--- src/rtl/rrot_sweep_ctrl.sv ---
// rrot_sweep_ctrl: front-end for an 8-bit right rotator.
// It accepts a byte over a valid/ready handshake and drives the rotator's data and sel inputs.
// It then registers the rotator's output into a result stage that has its own valid/ready handshake.
// Two modes: a single rotation by in_sel, or a sweep of all rotate amounts 0..2^SELW-1.
// Optional build macro RROT_CHECK_EN adds chk_err, a sticky flag.
// chk_err sets when a captured rotator output differs from an internally computed rotate.
module rrot_sweep_ctrl #(
  parameter int WIDTH = 8,
  parameter int SELW  = 3
) (
  input  logic             clk,
  input  logic             rst,
  input  logic             in_valid,
  output logic             in_ready,
  input  logic [WIDTH-1:0] in_data,
  input  logic [SELW-1:0]  in_sel,
  input  logic             in_single,
  output logic [WIDTH-1:0] rot_data,
  output logic [SELW-1:0]  rot_sel,
  input  logic [WIDTH-1:0] rot_out,
  output logic             res_valid,
  input  logic             res_ready,
  output logic [WIDTH-1:0] res_data,
  output logic [SELW-1:0]  res_sel,
  output logic             res_last,
  output logic             busy
`ifdef RROT_CHECK_EN
  ,
  output logic             chk_err
`endif
);

  localparam logic [0:0] ST_IDLE = 1'b0;
  localparam logic [0:0] ST_RUN  = 1'b1;

  logic [0:0]       state_q,     state_d;
  logic [WIDTH-1:0] rot_data_q,  rot_data_d;
  logic [SELW-1:0]  rot_sel_q,   rot_sel_d;
  logic             single_q,    single_d;
  logic             res_valid_q, res_valid_d;
  logic [WIDTH-1:0] res_data_q,  res_data_d;
  logic [SELW-1:0]  res_sel_q,   res_sel_d;
  logic             res_last_q,  res_last_d;

  logic slot_free;
  logic is_last;
  logic capture;

  assign slot_free = !res_valid_q || res_ready;
  assign is_last   = single_q || (rot_sel_q == {SELW{1'b1}});
  assign capture   = (state_q == ST_RUN) && slot_free;

  // Next-state logic for the IDLE/RUN controller, the rotator drive and the result stage.
  // NOTE: every _d gets its hold value first, so no path leaves it unassigned and no latch is inferred.
  always_comb begin
    state_d     = state_q;
    rot_data_d  = rot_data_q;
    rot_sel_d   = rot_sel_q;
    single_d    = single_q;
    res_valid_d = res_valid_q;
    res_data_d  = res_data_q;
    res_sel_d   = res_sel_q;
    res_last_d  = res_last_q;

    case (state_q)
      ST_IDLE: begin
        // A held result drains here; a new request may be accepted in the same cycle.
        if (res_valid_q && res_ready) res_valid_d = 1'b0;
        if (in_valid) begin
          state_d    = ST_RUN;
          rot_data_d = in_data;
          rot_sel_d  = in_single ? in_sel : '0;
          single_d   = in_single;
        end
      end
      default: begin
        // Under backpressure nothing moves, so rot_sel stays frozen and no amount is skipped.
        if (capture) begin
          res_valid_d = 1'b1;
          res_data_d  = rot_out;
          res_sel_d   = rot_sel_q;
          res_last_d  = is_last;
          if (is_last) state_d = ST_IDLE;
          else         rot_sel_d = rot_sel_q + SELW'(1);
        end
      end
    endcase
  end

  // State registers. Reset is synchronous and overrides any in-flight sweep or held result.
  // NOTE: sequential state uses non-blocking assignments so that all registers update from pre-edge values.
  always_ff @(posedge clk) begin
    if (rst) begin
      state_q     <= ST_IDLE;
      rot_data_q  <= '0;
      rot_sel_q   <= '0;
      single_q    <= 1'b0;
      res_valid_q <= 1'b0;
      res_data_q  <= '0;
      res_sel_q   <= '0;
      res_last_q  <= 1'b0;
    end else begin
      state_q     <= state_d;
      rot_data_q  <= rot_data_d;
      rot_sel_q   <= rot_sel_d;
      single_q    <= single_d;
      res_valid_q <= res_valid_d;
      res_data_q  <= res_data_d;
      res_sel_q   <= res_sel_d;
      res_last_q  <= res_last_d;
    end
  end

  assign in_ready  = (state_q == ST_IDLE);
  assign busy      = (state_q == ST_RUN);
  assign rot_data  = rot_data_q;
  assign rot_sel   = rot_sel_q;
  assign res_valid = res_valid_q;
  assign res_data  = res_data_q;
  assign res_sel   = res_sel_q;
  assign res_last  = res_last_q;

`ifdef RROT_CHECK_EN
  logic [2*WIDTH-1:0] rot_dbl;
  logic [WIDTH-1:0]   rot_exp;
  logic               chk_err_q, chk_err_d;

  // Reference right-rotate: shift the doubled word right, and the low half is the rotated value.
  always_comb begin
    rot_dbl   = {rot_data_q, rot_data_q} >> rot_sel_q;
    rot_exp   = rot_dbl[WIDTH-1:0];
    chk_err_d = chk_err_q || (capture && (rot_out != rot_exp));
  end

  // Sticky error flag; only reset clears it.
  always_ff @(posedge clk) begin
    if (rst) chk_err_q <= 1'b0;
    else     chk_err_q <= chk_err_d;
  end

  assign chk_err = chk_err_q;
`endif

endmodule

--- config.mk ---
export PLATFORM = sky130hd
export DESIGN_NAME = rrot_sweep_ctrl
export DESIGN_NICKNAME = d
export VERILOG_FILES = /design/src/rtl/rrot_sweep_ctrl.sv
export SDC_FILE = /design/constraint.sdc
export NUM_CORES = 1
export LEC_CHECK = 0
export ABC_AREA = 0
export BUFFER_PORTS_ARGS = -buffer_cell sky130_fd_sc_hd__buf_2
export CORE_UTILIZATION = 40
export CTS_CLUSTER_SIZE = 20
export DETAILED_ROUTE_END_ITERATION = 7
export GPL_ROUTABILITY_DRIVEN = 1
export GPL_TIMING_DRIVEN = 0
export HOLD_SLACK_MARGIN = 0.1
export MAX_ROUTING_LAYER = met4
export PLACE_DENSITY = 0.73
export SKIP_LAST_GASP = 1
export SYNTH_ARGS = -nofsm -noshare
export SYNTH_HDL_FRONTEND = slang
export SYNTH_SLANG_ARGS = --single-unit
--- constraint.sdc ---
create_clock -name clk -period 1.4 [get_ports clk]
set_input_delay 0.28 -clock clk [delete_from_list [all_inputs] [get_ports clk]]
set_output_delay 0.28 -clock clk [all_outputs]
set_load 0.005 [all_outputs]
==> impl_metrics.tcl <==
set metrics [dict create \
    setup_violations 3 \
    first_iter_violations 23 \
    synth-main-ff-cell "dfxtp_1" \
    crit_chain "ha_4, ha_4, or2_4, o31ai_4, o211a_1" \
    die-area_mm2 0.00289 \
    cp.required_ns 1.67 \
    period_share_pct 101 \
    wirelength_mm 2.74 \
    status "complete, but fails checks" \
    drt_pass1_iterations 5 \
    clkSlewWorstSetupHoldPaths_ns 0.14 \
    path_buf_inv 0 \
    drive_gt1_share_pct 40.8 \
    worst_slack_ns -0.0109 \
    core_area_mm2 0.00250 \
    crit_family "compound AO/OA/AOI/OAI gates" \
    startpoint_type "flip-flop" \
    reg2reg_slack_ns -0.01 \
    p_leak_uw 0.000661 \
    hold_viol_final 0 \
    cp_common_cell "ha_4" \
    fmax_ghz 0.709 \
    ant_nets 0 \
    endpoint_kind "flip-flop" \
    fin_util_pct 58.8 \
    grt_pass1_wl_mm 4.30 \
    antenna_cells 0 \
    clk_path_buf_depth 2 \
    min_from "in_data[6]" \
    tightest_slew_ns 0.458 \
    worstRegToRegCells 5 \
    maxCapViolations 0 \
    crit_slowest_cell "dfxtp_4" \
    area_delta_synth_final_pct 36.8 \
    finalCriticalPeriod_ns 1.41 \
    cts.sinks 26 \
    rows 18 \
    grt_max_degree 16 \
    hold_buffers 0 \
    synth_edf_count 0 \
    rsz0062_at_grt "true" \
    arrival_ns 1.68 \
    antenna_found_initial 0 \
    netlist_instances 124 \
    synth_warnings 0 \
    via_per_inst 5.32 \
    cts_tree "built" \
    die_w_um 53.8 \
    chipHeight_um 53.8 \
    synthTopCellsByArea "dfxtp_1 48%, a21oi_1 10%, nand2_1 6.6%, nand3_1 5.1%, o21ai_1 5.1%" \
    regToRegStartpoint "rot_sel[0]$_SDFFE_PP0P_" \
    clkLatencyLatePin_ns 0.32 \
    wire_per_inst_um 13.1 \
    fillerInstances 214 \
    grt_pass1_vias 992 \
    start_util_pct 42.9 \
    critPathKind "reg -> reg" \
    synth_commonest_cells "26 x dfxtp_1, 22 x a21oi_1, 19 x nand2_1" \
    num_vias 1112 \
    htree_levels 1 \
    root_buffer "clkbuf_4" \
    yosysTopAreaCell "dfxtp_1" \
    yosysTopAreaCellShare_pct 48.5 \
    pre_cts_ws_ns -0.103 \
    portBuffers 48 \
    ios 50 \
    fin_nets 206 \
    place_congestion 0.810 \
    ys_seq_area_share_pct 48.5 \
    async_reset_ff_share_pct 0 \
    maxSlewViolCount 0 \
    overflow 0 \
    synth.distinct_cells 23 \
    timing.rr.end "rot_sel[0]$_SDFFE_PP0P_" \
    grt_use_total_pct 20.8 \
    slew_headroom_pct 69.5 \
    cts_made_buffers 3 \
    syn_nets 150 \
    ir_drop_v 0.000621 \
    avgSynthCellArea_um2 8.66 \
    whs_endpoint "rot_data[6]$_SDFFE_PP0P_" \
    violations "setup timing" \
    yosys_register_bits 26 \
    min_path_type "in -> reg" \
    holdPathStages 3 \
    post-dp-hpwl_mm 1.93 \
    cp_max_fo 3 \
    synth_area_mm2 0.00107 \
    fin_skew_ns 0.00322 \
    critPathMaxStageDelay_ns 0.38 \
    power_density_mw_per_mm2 1110 \
    route.detailed.drc 0 \
    yosysMostFrequentCell "dfxtp_1" \
]
## through the flow
stage                     area (um^2)  hold WS, ns  TNS [ns]  cells  total power, uW
final                            1470        0.187   -0.0298    209             1630
after global routing             1470        0.173   -0.0931    209             1710
after global placement           1350        0.438    -0.191    202             1090
after CTS                        1450        0.182    -0.349    208             1620
after detailed placement         1350        0.450    -0.291    202             1100
after floorplan                  1070        0.416         0    124              989
## logic make-up (layout without fill, tap and decap cells)
group	count (synthesis)	count (layout)	synth area share, %
buffers and inverters	12	67	5.83
AND/OR/NAND/NOR	40	40	17.5
flip-flops	26	26	48.5
adder cells (fa/ha/maj)	2	2	2.33
AO/OA/AOI/OAI	44	44	25.9
## what timing repair did
| item | CTS | global route |
|---|---|---|
| setup buffers | 2 | 1 |
| pin swaps | 4 | 4 |
| endpoints found under the setup margin | 4 | 4 |
| gates resized for setup | 8 | 5 |
## metal layers
layer | global-route usage, % | part of all wire (%)
met5 | - | 0
met1 | 26.3 | 44
met3 | 2.82 | 5.6
met4 | 11.0 | 2.7
met2 | 32.1 | 48
## worst max-delay path by stage
stage	to	cells after the start	slack, ns	start
floorplan	rot_sel[1]$_SDFFE_PP0P_	5	0.003	rot_sel[0]$_SDFFE_PP0P_
global placement	rot_sel[2]$_SDFFE_PP0P_	5	-0.07	rot_sel[0]$_SDFFE_PP0P_
detailed placement	rot_sel[1]$_SDFFE_PP0P_	5	-0.10	rot_sel[0]$_SDFFE_PP0P_
CTS	rot_sel[0]$_SDFFE_PP0P_	5	-0.11	rot_sel[0]$_SDFFE_PP0P_
global route	rot_sel[2]$_SDFFE_PP0P_	5	-0.04	rot_sel[0]$_SDFFE_PP0P_
finish	rot_sel[0]$_SDFFE_PP0P_	5	-0.01	rot_sel[0]$_SDFFE_PP0P_
## placed cells by master (no fill, tap or decap), types with 3 or more instances in the layout
cell       n
nand2b_1   3
buf_4      6
buf_2     52
a21oi_1   22
nand2_1   19
clkbuf_4   3
nand3_1   11
o21ai_1   11
dfxtp_1   23
a311oi_1   4
## where the power goes
part | switching [uW] | internal, uW
combinational | 152 | 142
sequential | 33.5 | 789
clock | 222 | 289
## sequential cells by signal, summed over array words and instances, names as in the netlist
signal     flops
busy           1
rot_sel        3
res_last       1
res_sel        3
rot_data       8
single_q       1
res_data       8
res_valid      1
## worst min-delay path, cell delays in order
cell	delay, ns
buf_2	0.10
nand2_1	0.04
a21oi_1	0.05
## area by class of cell
cell class / instances / area (um^2) / share of cell area (%)
Clock buffer: 3 / 22.5 / 1.53
Buffer: 11 / 65.1 / 4.43
Inverter: 1 / 6.26 / 0.426
Sequential cell: 26 / 529 / 36.0
Timing Repair Buffer: 51 / 263 / 17.9
Multi-Input combinational cell: 86 / 515 / 35.1
Clock inverter: 1 / 30.0 / 2.04
Tap cell: 30 / 37.5 / 2.56
Note: power is estimated with default switching activity, not from simulation.
